==> src/rtl/serial_adder_ctrl_if.sv <==
// Handshake and operand/result bundle for the bit-serial add/subtract controller.
// The requester drives the master side, and the controller takes the slave side.
interface serial_adder_ctrl_if #(
  parameter int WIDTH = 8
);
  logic             start;
  logic [WIDTH-1:0] A;
  logic [WIDTH-1:0] B;
  logic             C0;
  logic             SUB;
  logic             busy;
  logic             done;
  logic [WIDTH-1:0] S;
  logic             C1;
  logic             OVF;

  modport master (
    output start, A, B, C0, SUB,
    input  busy, done, S, C1, OVF
  );

  modport slave (
    input  start, A, B, C0, SUB,
    output busy, done, S, C1, OVF
  );
endinterface

==> src/rtl/serial_adder_ctrl.sv <==
// Bit-serial add/subtract controller. One full-adder cell is reused for every bit,
// least significant bit first, and the carry passes from step to step through a register.
module serial_adder_ctrl #(
  parameter int WIDTH = 8
) (
  input logic                clk,
  input logic                rst,
  serial_adder_ctrl_if.slave bus
);
  localparam int CW = $clog2(WIDTH) + 1;

  typedef enum logic [1:0] {IDLE, RUN, DONE} state_t;

  state_t           state, state_nxt;
  logic [WIDTH-1:0] a_sh, b_sh, res_sh, s_q;
  logic             carry_q, sub_q, c1_q, ovf_q;
  logic [CW-1:0]    cnt;

  logic             accept, last_step;
  logic             fa_a, fa_b, fa_sum, fa_cout;
  logic [WIDTH:0]   res_next;

  // The shared full-adder cell. In subtract mode, B is inverted here, and the +1 enters as the initial carry.
  always_comb begin
    fa_a      = a_sh[0];
    fa_b      = b_sh[0] ^ sub_q;
    fa_sum    = fa_a ^ fa_b ^ carry_q;
    fa_cout   = (fa_a & fa_b) | (carry_q & (fa_a ^ fa_b));
    res_next  = {fa_sum, res_sh};
    last_step = (cnt == CW'(WIDTH - 1));
    accept    = bus.start && (state != RUN);
  end

  always_ff @(posedge clk) begin
    if (rst) state <= IDLE;
    else     state <= state_nxt;
  end

  // NOTE: every signal assigned in always_comb gets a default value first, so no path can infer a latch.
  always_comb begin
    state_nxt = state;
    case (state)
      IDLE:    if (bus.start) state_nxt = RUN;
      RUN:     if (last_step) state_nxt = DONE;
      DONE:    state_nxt = bus.start ? RUN : IDLE;
      default: state_nxt = IDLE;
    endcase
  end

  // NOTE: sequential state uses non-blocking assignments only. Reset is synchronous and has priority over accept.
  always_ff @(posedge clk) begin
    if (rst) begin
      a_sh    <= '0;
      b_sh    <= '0;
      res_sh  <= '0;
      s_q     <= '0;
      carry_q <= 1'b0;
      sub_q   <= 1'b0;
      c1_q    <= 1'b0;
      ovf_q   <= 1'b0;
      cnt     <= '0;
    end else if (accept) begin
      a_sh    <= bus.A;
      b_sh    <= bus.B;
      sub_q   <= bus.SUB;
      carry_q <= bus.SUB ? 1'b1 : bus.C0;
      cnt     <= '0;
    end else if (state == RUN) begin
      a_sh    <= a_sh >> 1;
      b_sh    <= b_sh >> 1;
      res_sh  <= res_next[WIDTH:1];
      carry_q <= fa_cout;
      cnt     <= cnt + CW'(1);
      // On the MSB step, carry_q is the carry into the MSB. The results are published on entry to DONE.
      if (last_step) begin
        s_q   <= res_next[WIDTH:1];
        c1_q  <= fa_cout;
        ovf_q <= carry_q ^ fa_cout;
      end
    end
  end

  assign bus.busy = (state == RUN);
  assign bus.done = (state == DONE);
  assign bus.S    = s_q;
  assign bus.C1   = c1_q;
  assign bus.OVF  = ovf_q;
endmodule
==> src/flat_wrapper.sv <==
// flat-port wrapper written by rule: the top's interface ports become plain ports
module serial_adder_ctrl_flat 
#(
  parameter int WIDTH = 8
)
  (clk, rst, bus_start, bus_A, bus_B, bus_C0, bus_SUB, bus_busy, bus_done, bus_S, bus_C1, bus_OVF);
  serial_adder_ctrl_if #(.WIDTH(WIDTH)) bus_i ();
  input logic clk;
  input logic rst;
  input wire logic [$bits(bus_i.start)-1:0] bus_start;
  input wire logic [$bits(bus_i.A)-1:0] bus_A;
  input wire logic [$bits(bus_i.B)-1:0] bus_B;
  input wire logic [$bits(bus_i.C0)-1:0] bus_C0;
  input wire logic [$bits(bus_i.SUB)-1:0] bus_SUB;
  output wire logic [$bits(bus_i.busy)-1:0] bus_busy;
  output wire logic [$bits(bus_i.done)-1:0] bus_done;
  output wire logic [$bits(bus_i.S)-1:0] bus_S;
  output wire logic [$bits(bus_i.C1)-1:0] bus_C1;
  output wire logic [$bits(bus_i.OVF)-1:0] bus_OVF;
  assign bus_i.start = bus_start;
  assign bus_i.A = bus_A;
  assign bus_i.B = bus_B;
  assign bus_i.C0 = bus_C0;
  assign bus_i.SUB = bus_SUB;
  assign bus_busy = bus_i.busy;
  assign bus_done = bus_i.done;
  assign bus_S = bus_i.S;
  assign bus_C1 = bus_i.C1;
  assign bus_OVF = bus_i.OVF;
  serial_adder_ctrl #(.WIDTH(WIDTH)) u_core (.clk(clk), .rst(rst), .bus(bus_i));
endmodule
==> config.mk <==
export PLATFORM = sky130hd
export DESIGN_NAME = serial_adder_ctrl_flat
export DESIGN_NICKNAME = d
export VERILOG_FILES = /design/src/rtl/serial_adder_ctrl_if.sv /design/src/rtl/serial_adder_ctrl.sv /design/src/flat_wrapper.sv
export SDC_FILE = /design/constraint.sdc
export NUM_CORES = 1
export LEC_CHECK = 0
export ABC_AREA = 1
export BUFFER_PORTS_ARGS = -buffer_cell sky130_fd_sc_hd__buf_4
export CORE_AREA = 2 2 68 64
export DETAILED_ROUTE_END_ITERATION = 8
export DIE_AREA = 0 0 70 66
export PLACE_DENSITY = 0.72
export SETUP_SLACK_MARGIN = 0.02
export SYNTH_ARGS = -nofsm -noshare
export SYNTH_HDL_FRONTEND = slang
export SYNTH_SLANG_ARGS = --single-unit
==> constraint.sdc <==
create_clock -name clk -period 1.3 [get_ports clk]
set_input_delay 0.13 -clock clk [delete_from_list [all_inputs] [get_ports clk]]
set_output_delay 0.13 -clock clk [all_outputs]
set_load 0.1 [all_outputs]
==> run_results.csv <==
group,metric,value,unit
status,outcome,"completed",
setup_path,crit_chain,"inv_2 > buf_6 > nor2_4 > buf_12",
cells_and_area,drive_above_1_share,24.9,%
placed_design,gp_congestion,0.727,
sta,max_freq,802,MHz
clock_network,numCtsBuffers,5,
drt,wirelength,3790,µm
sta,fin_setup_tns,0,ns
global_routing,overflow,0,
clock_network,clockRootBuffer,"clkbuf_8",
synth,syn_area,1850,µm²
sta,tightest_slew,0.460,ns
floorplanning,io_pins,33,
synth,syn_inst,257,
setup_path,arrival,1.12,ns
power_and_ir_drop,power_density,1110,nW/µm²
floorplanning,initial_utilization,47.3,%
drt,drt_iter0_markers,77,
setup_path,critPathMaxStageDelay,0.37,ns
drt,viasPerCell,4.84,
drt,vias,1671,
global_routing,grt_max_degree,32,
floorplanning,rows,22,
placed_design,port_buffers,32,
setup_path,startpoint_type,"flop",
synth,yosysTopAreaCellShare,44.4,%
synth,postSynthAreaPerCell,7.19,µm²
global_routing,antenna_found_initial,0,
synth,synth_common_cells,"nand2_1, nand3_1, dfxtp_1",
synth,ys.flop_type,"dfxtp_1",
sta,hold_viol,0,
floorplanning,die_h,66,µm
clock_network,clock_sinks,41,
global_routing,grt_usage,17.5,%
synth,yosysTopAreaCell,"dfxtp_1",
power_and_ir_drop,p_leak,1.15,nW
placed_design,dp.final_hpwl,2540,µm
synth,yosys.cell_count.top_type,"nand2_1",
power_and_ir_drop,ir_worst_vdd,0.000713,V
cells_and_area,area_growth,25.7,%
cells_and_area,diodes,0,
cells_and_area,design_area,2320,µm²
synth,synth_edf_count,0,
drt,ant_nets,0,
drt,dr.pass1.iters,4,
synth,synth_area_leaders,"dfxtp_1, nand3_1, nand2_1",
setup_path,critPathKind,"flop to output pin",
global_routing,grt_pass1_wl,6350,µm
sta,fin_crit,1.25,ns
synth,ys_types,21,
setup_path,worstPathMaxFanout,2,
synth,yosys_warnings,0,
clock_network,cts.clk_slew.worst_paths,0.07,ns
clock_network,cts_tree,"done",
worst_hold_path,hp-class,"input pin to flop",
sta,setup_viol,0,
synth,ys_seq_area_share,44.4,%
synth,async_reset_ff_share,0,%
sta,slew_viol_final,0,
sta,rsz0062_at_grt,"yes",
clock_network,htree_num_levels,2,
cells_and_area,fin_nets,320,
sta,fin_skew,0.00543,ns
clock_network,cts_buffer_depth,2,
floorplanning,die-area,4620,µm²
floorplanning,die_x,70,µm
placed_design,post_dp_cell_area,2160,µm²
sta,timing.final.crit_share,95.9,%
floorplanning,coreArea,3910,µm²
power_and_ir_drop,finalPower,2.58,mW
global_routing,grt_pass1_vias,1481,
synth,synth_nets,280,
setup_path,endpoint_kind,"output pin",
drt,drc,0,
job,maxCapViolCount,0,
sta,slew_headroom,69.3,%
setup_path,required,1.17,ns
setup_path,slowest_stage,"dfxtp_2",
clock_network,clk_latency,0.29,ns
drt,wire_per_inst,11.0,µm
synth,synth-seq-cells,41,
[logic make-up (layout without fill, tap and decap cells)]
kind of cell             Yosys count  count (layout)  synth area share [%]
flip-flops                        41              41                  44.4
AO/OA/AOI/OAI                     14              14                  4.20
buffers and inverters             44              83                  11.6
adder cells (fa/ha/maj)            2               2                  1.76
XOR/XNOR                           2               2                 0.948
AND/OR/NAND/NOR                  154             155                  37.1
[layout by cell type (no fill, tap or decap)]
| cell type | count |
|---|---|
| buf_12 | 3 |
| buf_6 | 2 |
| clkbuf_8 | 6 |
| inv_1 | 28 |
| inv_4 | 1 |
| inv_2 | 1 |
| clkbuf_1 | 1 |
| dfxtp_2 | 5 |
| nor2_1 | 21 |
| nor3b_2 | 1 |
| fa_2 | 1 |
| nand3_1 | 59 |
| xnor2_1 | 1 |
| a21oi_2 | 2 |
| dfxtp_4 | 1 |
| dfxtp_1 | 35 |
| xnor2_2 | 1 |
| ha_1 | 1 |
| o21ai_0 | 7 |
| a21oi_1 | 5 |
| nand2_1 | 65 |
| buf_4 | 41 |
| nand2_2 | 4 |
| nor2_2 | 2 |
| nor2_4 | 3 |
[flip-flops by register name (all words and copies together), names as in the netlist]
register and cells:
u_core.bus.C1 1, u_core.bus.S 8, u_core.cnt 4, u_core.sub_q 1, u_core.carry_q 1, u_core.res_sh 7, u_core.b_sh 8, u_core.a_sh 8
u_core.state 2, u_core.bus.OVF 1
[per-layer routing]
metal | up-vias | track usage, % | part of all wire [%]
li1 | 887 | - | -
met2 | 31 | 29.6 | 46
met3 | 9 | 4.42 | 4.2
met1 | 744 | 20.9 | 48
met4 | 0 | 7.93 | 2.4
met5 | - | 0 | 0
[worst max-delay path: cells and delay by family (launching register included)]
family	cells	cell delay, ns
buffers and inverters	3	0.34
DFF	1	0.37
and+or+nand+nor	1	0.11
[worst paths after layout]
check             cells after the start  slack [ns]             start              end
hold / removal                        2        0.08               rst  u_core.state[0]
setup / recovery                      4        0.05   u_core.state[1]         bus_done
hold reg to reg                       2        0.46  u_core.res_sh[5]  u_core.bus.S[4]
setup reg to reg                      5        0.07    u_core.b_sh[0]  u_core.bus.S[7]
[power by group]
group,switching [mW],internal [mW],leakage [nW]
sequential,0.0384,1.32,0.338
combinational,0.216,0.173,0.773
clock,0.418,0.421,0.0443
total,0.672,1.91,1.15
[layout make-up]
cell class / count / area [µm²]
fillers: 397 / 1590
multi-input cells: 173 / 840
flip-flops and latches: 41 / 831
repair buffers: 46 / 390
inverters: 30 / 115
clock buffers: 7 / 86.3
well taps: 48 / 60.1
[what timing repair did]
item / CTS / global route
endpoints found under the setup margin: 2 / 22
gates cloned: 0 / 1
buffers inserted: 1 / 1
hold buffers: 0 / 0
resized for setup: 8 / 12
pin swaps: 1 / 2
[through the flow]
step	instances	hold WS [ns]	setup WS, ns	util (%)
2_1_floorplan	257	0.192	0.0307	-
3_3_place_gp	336	0.372	0.0697	55.4
3_5_place_dp	336	0.377	0.0639	55.4
4_1_cts	344	0.0538	0.0358	58.5
5_1_grt	345	0.0864	0.000000555	59.4
6_report	345	0.0818	0.0531	59.4
No activity file was read; power rests on OpenSTA's default activity.
